[src/rtl/mc_pkg.sv]
// Shared types and encodings for the multicycle RV32I sequencing controller.
// Datapath select codes mirror the mux/ALU encodings of the core datapath.
package mc_pkg;

    typedef enum logic [3:0] {
        S_FETCH,
        S_DECODE,
        S_MEMADR,
        S_MEMREAD,
        S_MEMWB,
        S_MEMWRITE,
        S_EXECR,
        S_EXECI,
        S_ALUWB,
        S_BRANCH,
        S_JAL,
        S_JALR,
        S_LUI,
        S_FAULT
    } state_t;

    // ALU decoder operating class
    localparam logic [1:0] ALU_CLASS_ADD = 2'b00;
    localparam logic [1:0] ALU_CLASS_SUB = 2'b01;
    localparam logic [1:0] ALU_CLASS_R   = 2'b10;
    localparam logic [1:0] ALU_CLASS_I   = 2'b11;

    localparam logic [2:0] ALU_ADD = 3'b000;
    localparam logic [2:0] ALU_SUB = 3'b001;
    localparam logic [2:0] ALU_AND = 3'b010;
    localparam logic [2:0] ALU_OR  = 3'b011;
    localparam logic [2:0] ALU_SLT = 3'b101;

    localparam logic [2:0] IMM_I = 3'b000;
    localparam logic [2:0] IMM_S = 3'b001;
    localparam logic [2:0] IMM_B = 3'b010;
    localparam logic [2:0] IMM_J = 3'b011;
    localparam logic [2:0] IMM_U = 3'b100;

    localparam logic [1:0] SRCA_PC    = 2'b00;
    localparam logic [1:0] SRCA_OLDPC = 2'b01;
    localparam logic [1:0] SRCA_RS1   = 2'b10;
    localparam logic [1:0] SRCA_ZERO  = 2'b11;

    localparam logic [1:0] SRCB_RS2  = 2'b00;
    localparam logic [1:0] SRCB_IMM  = 2'b01;
    localparam logic [1:0] SRCB_FOUR = 2'b10;

    localparam logic [1:0] RES_ALUOUT    = 2'b00;
    localparam logic [1:0] RES_MEMDATA   = 2'b01;
    localparam logic [1:0] RES_ALURESULT = 2'b10;

    localparam logic [6:0] OP_LOAD   = 7'b0000011;
    localparam logic [6:0] OP_STORE  = 7'b0100011;
    localparam logic [6:0] OP_RTYPE  = 7'b0110011;
    localparam logic [6:0] OP_ITYPE  = 7'b0010011;
    localparam logic [6:0] OP_BRANCH = 7'b1100011;
    localparam logic [6:0] OP_JAL    = 7'b1101111;
    localparam logic [6:0] OP_JALR   = 7'b1100111;
    localparam logic [6:0] OP_LUI    = 7'b0110111;

endpackage

[src/rtl/mc_alu_decoder.sv]
// Maps the controller's ALU class plus funct fields to an ALU operation,
// and flags funct encodings the core does not implement.
module mc_alu_decoder
    import mc_pkg::*;
(
    input  logic [1:0] alu_class,
    input  logic [2:0] funct3,
    input  logic       funct7b5,
    output logic [2:0] alu_control,
    output logic       legal
);

    logic is_r;

    assign is_r = (alu_class == ALU_CLASS_R);

    always_comb begin
        alu_control = ALU_ADD;
        legal       = 1'b1;
        case (alu_class)
            ALU_CLASS_ADD: alu_control = ALU_ADD;
            ALU_CLASS_SUB: alu_control = ALU_SUB;
            default: begin
                case (funct3)
                    3'b000:  alu_control = (is_r && funct7b5) ? ALU_SUB : ALU_ADD;
                    3'b010:  alu_control = ALU_SLT;
                    3'b110:  alu_control = ALU_OR;
                    3'b111:  alu_control = ALU_AND;
                    default: legal = 1'b0;
                endcase
                // Only add/sub distinguishes on funct7b5 for register ops
                if (is_r && funct7b5 && (funct3 != 3'b000)) begin
                    legal = 1'b0;
                end
            end
        endcase
    end

endmodule

[src/rtl/multicycle_controller.sv]
// Sequencing FSM for the multicycle RV32I core: drives shared memory port,
// shared ALU and IR/OldPC/ALUOut enables cycle by cycle, with timeout and retire counters.
module multicycle_controller
    import mc_pkg::*;
#(
    parameter int MEM_TIMEOUT = 16,
    parameter int CNT_W       = 32
) (
    input  logic             CLK,
    input  logic             Reset,
    input  logic [6:0]       Op,
    input  logic [2:0]       Funct3,
    input  logic             Funct7b5,
    input  logic             Zero,
    input  logic             MemReady,
    output logic             MemReq,
    output logic             MemWrite,
    output logic             AdrSrc,
    output logic             IRWrite,
    output logic             PCWrite,
    output logic             RegWrite,
    output logic [1:0]       ALUSrcA,
    output logic [1:0]       ALUSrcB,
    output logic [2:0]       ALUControl,
    output logic [2:0]       ImmSrc,
    output logic [1:0]       ResultSrc,
    output logic             InstrDone,
    output logic [CNT_W-1:0] RetireCount,
    output logic             Fault
);

    localparam int WAIT_W = (MEM_TIMEOUT > 1) ? $clog2(MEM_TIMEOUT) : 1;
    localparam logic [WAIT_W-1:0] WAIT_LAST = WAIT_W'((MEM_TIMEOUT > 0) ? MEM_TIMEOUT - 1 : 0);

    state_t            state_q, state_d;
    logic [WAIT_W-1:0] wait_q, wait_d;
    logic [CNT_W-1:0]  retire_q, retire_d;

    logic       mem_req, mem_write, ir_write, pc_write, reg_write, instr_done, mem_wait;
    logic [1:0] alu_class;
    logic [2:0] dec_control;
    logic       dec_legal;

    always_comb begin
        alu_class = ALU_CLASS_ADD;
        case (state_q)
            S_DECODE: begin
                if (Op == OP_RTYPE) begin
                    alu_class = ALU_CLASS_R;
                end else if (Op == OP_ITYPE) begin
                    alu_class = ALU_CLASS_I;
                end
            end
            S_EXECR:  alu_class = ALU_CLASS_R;
            S_EXECI:  alu_class = ALU_CLASS_I;
            S_BRANCH: alu_class = ALU_CLASS_SUB;
            default:  alu_class = ALU_CLASS_ADD;
        endcase
    end

    mc_alu_decoder u_alu_dec (
        .alu_class   (alu_class),
        .funct3      (Funct3),
        .funct7b5    (Funct7b5),
        .alu_control (dec_control),
        .legal       (dec_legal)
    );

    always_comb begin
        state_d    = state_q;
        mem_req    = 1'b0;
        mem_write  = 1'b0;
        ir_write   = 1'b0;
        pc_write   = 1'b0;
        reg_write  = 1'b0;
        instr_done = 1'b0;
        AdrSrc     = 1'b0;
        ALUSrcA    = SRCA_PC;
        ALUSrcB    = SRCB_RS2;
        ALUControl = dec_control;
        ImmSrc     = IMM_I;
        ResultSrc  = RES_ALUOUT;

        case (state_q)
            S_FETCH: begin
                mem_req   = 1'b1;
                ALUSrcB   = SRCB_FOUR;
                ResultSrc = RES_ALURESULT;
                ir_write  = MemReady;
                pc_write  = MemReady;
                if (MemReady) state_d = S_DECODE;
            end
            S_DECODE: begin
                // ALUOut captures the branch target while the opcode is examined
                ALUSrcA    = SRCA_OLDPC;
                ALUSrcB    = SRCB_IMM;
                ImmSrc     = IMM_B;
                ALUControl = ALU_ADD;
                case (Op)
                    OP_LOAD, OP_STORE: state_d = (Funct3 == 3'b010) ? S_MEMADR : S_FAULT;
                    OP_RTYPE:  state_d = dec_legal ? S_EXECR : S_FAULT;
                    OP_ITYPE:  state_d = dec_legal ? S_EXECI : S_FAULT;
                    OP_BRANCH: state_d = (Funct3[2:1] == 2'b00) ? S_BRANCH : S_FAULT;
                    OP_JAL:    state_d = S_JAL;
                    OP_JALR:   state_d = S_JALR;
                    OP_LUI:    state_d = S_LUI;
                    default:   state_d = S_FAULT;
                endcase
            end
            S_MEMADR: begin
                ALUSrcA = SRCA_RS1;
                ALUSrcB = SRCB_IMM;
                ImmSrc  = (Op == OP_STORE) ? IMM_S : IMM_I;
                state_d = (Op == OP_STORE) ? S_MEMWRITE : S_MEMREAD;
            end
            S_MEMREAD: begin
                mem_req = 1'b1;
                AdrSrc  = 1'b1;
                if (MemReady) state_d = S_MEMWB;
            end
            S_MEMWB: begin
                ResultSrc  = RES_MEMDATA;
                reg_write  = 1'b1;
                instr_done = 1'b1;
                state_d    = S_FETCH;
            end
            S_MEMWRITE: begin
                mem_req   = 1'b1;
                mem_write = 1'b1;
                AdrSrc    = 1'b1;
                if (MemReady) begin
                    instr_done = 1'b1;
                    state_d    = S_FETCH;
                end
            end
            S_EXECR: begin
                ALUSrcA = SRCA_RS1;
                state_d = S_ALUWB;
            end
            S_EXECI: begin
                ALUSrcA = SRCA_RS1;
                ALUSrcB = SRCB_IMM;
                state_d = S_ALUWB;
            end
            S_ALUWB: begin
                reg_write  = 1'b1;
                instr_done = 1'b1;
                state_d    = S_FETCH;
            end
            S_BRANCH: begin
                ALUSrcA    = SRCA_RS1;
                pc_write   = Zero ^ Funct3[0];
                instr_done = 1'b1;
                state_d    = S_FETCH;
            end
            S_JALR: begin
                ALUSrcA = SRCA_RS1;
                ALUSrcB = SRCB_IMM;
                state_d = S_JAL;
            end
            S_JAL: begin
                // PC takes the target from ALUOut while ALU forms the link value
                ALUSrcA  = SRCA_OLDPC;
                ALUSrcB  = SRCB_FOUR;
                pc_write = 1'b1;
                state_d  = S_ALUWB;
            end
            S_LUI: begin
                ALUSrcA = SRCA_ZERO;
                ALUSrcB = SRCB_IMM;
                ImmSrc  = IMM_U;
                state_d = S_ALUWB;
            end
            S_FAULT: state_d = S_FAULT;
            default: state_d = S_FAULT;
        endcase

        mem_wait = mem_req & ~MemReady;
        if ((MEM_TIMEOUT > 0) && mem_wait && (wait_q == WAIT_LAST)) begin
            state_d = S_FAULT;
        end
        wait_d   = (mem_wait && (state_d == state_q)) ? wait_q + 1'b1 : '0;
        retire_d = retire_q + CNT_W'(instr_done);
    end

    always_ff @(posedge CLK or negedge Reset) begin
        if (!Reset) begin
            state_q  <= S_FETCH;
            wait_q   <= '0;
            retire_q <= '0;
        end else begin
            state_q  <= state_d;
            wait_q   <= wait_d;
            retire_q <= retire_d;
        end
    end

    // Enables are gated directly by Reset so an access aborts without waiting for a clock
    assign MemReq      = mem_req & Reset;
    assign MemWrite    = mem_write & Reset;
    assign IRWrite     = ir_write & Reset;
    assign PCWrite     = pc_write & Reset;
    assign RegWrite    = reg_write & Reset;
    assign InstrDone   = instr_done & Reset;
    assign RetireCount = retire_q;
    assign Fault       = (state_q == S_FAULT);

endmodule
[config.mk]
export PLATFORM = sky130hd
export DESIGN_NAME = multicycle_controller
export DESIGN_NICKNAME = d
export VERILOG_FILES = /design/src/rtl/mc_pkg.sv /design/src/rtl/mc_alu_decoder.sv /design/src/rtl/multicycle_controller.sv
export SDC_FILE = /design/constraint.sdc
export NUM_CORES = 1
export LEC_CHECK = 0
export CORE_ASPECT_RATIO = 1.2
export CORE_MARGIN = 5
export CORE_UTILIZATION = 25
export CTS_BUF_LIST = sky130_fd_sc_hd__clkbuf_16
export DETAILED_ROUTE_END_ITERATION = 10
export REMOVE_ABC_BUFFERS = 1
export SLEW_MARGIN = 20
export SYNTH_ARGS = -nofsm -noshare
export SYNTH_HDL_FRONTEND = slang
export SYNTH_HIERARCHICAL = 1
export SYNTH_SLANG_ARGS = --single-unit
[constraint.sdc]
create_clock -name CLK -period 3.3 [get_ports CLK]
set_input_delay 0.825 -clock CLK [delete_from_list [all_inputs] [get_ports CLK]]
set_output_delay 0.825 -clock CLK [all_outputs]
set_load 0.05 [all_outputs]
==> out/metrics.yaml <==
logic_synthesis:
  synth.top_cells.by_area: "dfrtp_1 (40%), xnor2_1 (7.8%), nand2_1 (4.4%)"
  synth-seq-cells: 40
  synthDominantAreaCellType: "dfrtp_1"
  avg_inst_size_synth_um2: 9.12
  yosysWarningCount: 6
  synth-seq-area-share_pct: 40.3
  synth_most_common_cell: "dfrtp_1"
  synth.cells.most_frequent: "dfrtp_1 (40), nand2_1 (29), nor2_1 (29), xnor2_1 (22)"
  postSynthCellCount: 272
  fraction_of_registers_with_async_set_or_reset_after_synthesis_pct: 100
  ys.flop_type: "dfrtp_1"
  summed_instance_area_of_the_synthesized_netlist_um2: 2480
  post-synth-top-area-fraction_pct: 40.3
  post_synth_num_cell_types: 52
  number_of_enable_flip_flop_cells_after_synthesis: 0
global_route:
  number_of_antenna_violations_at_the_first_check_in_global_routing: 0
  grt_first_pass_wirelength_mm: 11.1
  grt_pass1_vias: 2296
  global_route.usage.total_pct: 11.3
  grt_max_degree: 33
  grt_overflow_total: 0
placement:
  place.detailed.hpwl_mm: 5.29
  io_buffer_count: 66
  placedInstanceArea_um2: 3530
  gp_congestion: 0.856
sta:
  finalCriticalPeriod_ps: 3230
  worst_slew_margin_rel_pct: 63.2
  grt_setup_unrepaired: "false"
  final.setup.tns_ps: 0
  hold_slack_ps: 414
  report.final.hold_viol_count: 0
  max_clock_freq_ghz: 0.310
  finalSetupViolations: 0
  report.final.slew_viol_count: 0
  fin_worst_skew_ps: 3.69
  worst_pin_slew_ps: 551
  final_cycle_utilization_of_the_critical_path_pct: 97.9
setup_path:
  critPathArrivalTime_ps: 2410
  startpoint_class: "input pin"
  worstSetupPathType: "in -> out"
  crit_chain: "clkdlybuf4s50_1 -> nor2_2 -> o21ai_2 -> a21oi_2 -> nor3b_2 -> nor3b_2 -> a211oi_2 -> nor2b_4 -> buf_12"
  cp.buffers_inverters: 2
  cpMostUsedCell: "nor3b_2"
  critical_path_required_ps: 2470
  crit_path_end_kind: "primary output"
  category_of_cells_accounting_for_the_largest_share_of_critical_path_delay: "buffers and inverters"
  critical_path.max_stage_delay_ps: 520
  critPathSlowestCell: "clkdlybuf4s50_1"
  critical_path_peak_fanout: 3
cells_and_area:
  layout.cell_area.non_filler_um2: 3750
  drive_above_1_share_pct: 20.9
  layout-area-overhead-vs-synth_pct: 51.1
  final_stage_net_count: 380
  n_antenna_cell: 0
power:
  power_density_nw_per_um2: 659
  p_leak_nw: 1.61
  seqPwrFrac_pct: 26.0
  sw_frac_of_total_pct: 44.4
  vdd.ir_drop.worst_mv: 0.372
  intPower_w: 0.00137
  power.share.clock_pct: 21.7
  power_w: 0.00247
  power.combinational.fraction_pct: 52.2
  total_switching_power_w: 0.00110
floorplanning:
  die_ht_um: 119
  rows: 39
  floorplan.io_pins: 67
  die_area_um2: 12000
  floorplan.initialDensity_pct: 25.8
  die_x_um: 101
  fp.coreArea_um2: 9610
detailed_routing:
  avgRoutedWirePerCell_um: 14.1
  routed_wire_length_mm: 6.86
  post_drt_via_cell_ratio: 4.70
  drc: 0
  drt_pre_antenna_iters: 4
  vias: 2285
  dr.first_iter.drc_count: 58
  drtAntennaViolNets: 0
hold_path:
  min-delay-path-class: "in -> async"
clocking:
  clk_pin_slew_worst_paths_ps: 60
  tritoncts_clock_tree: "built"
  sinks_on_the_clock_net: 40
  htree_num_levels: 2
  cts-buffers-inserted: 5
  clock_network_latency_to_the_later_pin_of_the_worst_skew_pair_ps: 270
  ctsHoldBuffers: 0
  clock_tree.buffer_depth: 2
  clock_tree.root_cell: "clkbuf_16"
outcome:
  run_status: "complete, no violations"
job:
  maxCapViolCount: 0
## per-layer routing
metal  vias to the layer above  wire (um)  global-route usage (%)
met3                         8        677                    4.50
met4                         0         83                    2.91
met5                         -          0                       0
met1                      1068       2840                    14.1
met2                        84       3260                    18.2
li1                       1125          -                       -
## layout make-up
type                            count  area [um^2]
Inverter                            7         26.3
Timing Repair Buffer               91          926
Fill cell                         952         5860
Multi-Input combinational cell    217         1480
Clock buffer                        5          125
Clock inverter                      3         38.8
Tap cell                          123          154
Sequential cell                    40         1000
## stage by stage
stage / setup slack (ps) / instances / util, %
2_1_floorplan: -640 / 264 / -
3_3_place_gp: -368 / 477 / 36.7
3_5_place_dp: -467 / 477 / 36.7
4_1_cts: 3.44 / 486 / 38.9
5_1_grt: 4.51 / 486 / 39.0
6_report: 69.8 / 486 / 39.0
## flip-flops by register name, summed over array words and instances, names as in the netlist
name and cells:
state_q 4, RetireCount 32, wait_q 4
## worst register-to-register path, cell delays in order, from the launching register on
cell and delay [ps]:
dfrtp_1 570, nor2b_1 260, o21ai_0 120, a21oi_1 180, ha_1 230, ha_1 260, nand3_4 110, or4_4 550
nand2b_4 170, xnor2_2 120
## cells in the final DEF, fill, tap and decap left out, types with 10 or more instances in the layout
cell	Yosys	layout
nand3_1	14	13
xor2_1	12	12
o21ai_0	14	12
nor2_1	29	28
clkdlybuf4s50_1	0	46
buf_4	0	28
xnor2_1	22	22
nor3_1	11	11
dfrtp_1	40	40
buf_12	0	10
nand2_1	29	29
## logic make-up (layout without fill, tap and decap cells)
family	count (synthesis)	in the layout	synth area share (%)
compound gates	40	40	10.5
xor+xnor	36	36	13.3
flops	40	40	40.3
fa+ha+maj	3	3	1.51
simple gates	137	137	31.6
mux	1	1	0.403
buf+inv	15	106	2.32
## repair_timing
| item | in CTS | in global routing |
|---|---|---|
| pin swaps | 8 | 9 |
| gates resized for setup | 15 | 13 |
| endpoints found under the setup margin | 6 | 4 |
| setup buffers | 1 | 0 |
| cloned | 0 | 0 |
## power groups by stage
| stage | clock network, W | registers [W] | logic, W |
|---|---|---|---|
| 2_1_floorplan | 0 | 0.000802 | 0.000622 |
| 3_3_place_gp | 0 | 0.000652 | 0.00127 |
| 3_5_place_dp | 0 | 0.000653 | 0.00127 |
| 4_1_cts | 0.000560 | 0.000645 | 0.00129 |
| 5_1_grt | 0.000579 | 0.000658 | 0.00138 |
| 6_report | 0.000537 | 0.000644 | 0.00129 |
## worst paths after layout
check / depth (start not counted) / start / slack, ps / endpoint
worst max-delay path: 9 / Op[5] / 70 / ALUControl[0]
worst min-delay path: 1 / Reset / 410 / wait_q[0]
worst max register to register: 9 / state_q[2] / 620 / RetireCount[28]
worst min register to register: 1 / wait_q[0] / 460 / wait_q[0]
max in group asynchronous: 2 / Reset / 2190 / RetireCount[18]
min in group CLK: 1 / wait_q[0] / 460 / wait_q[0]
(Power assumes the default switching activity.)
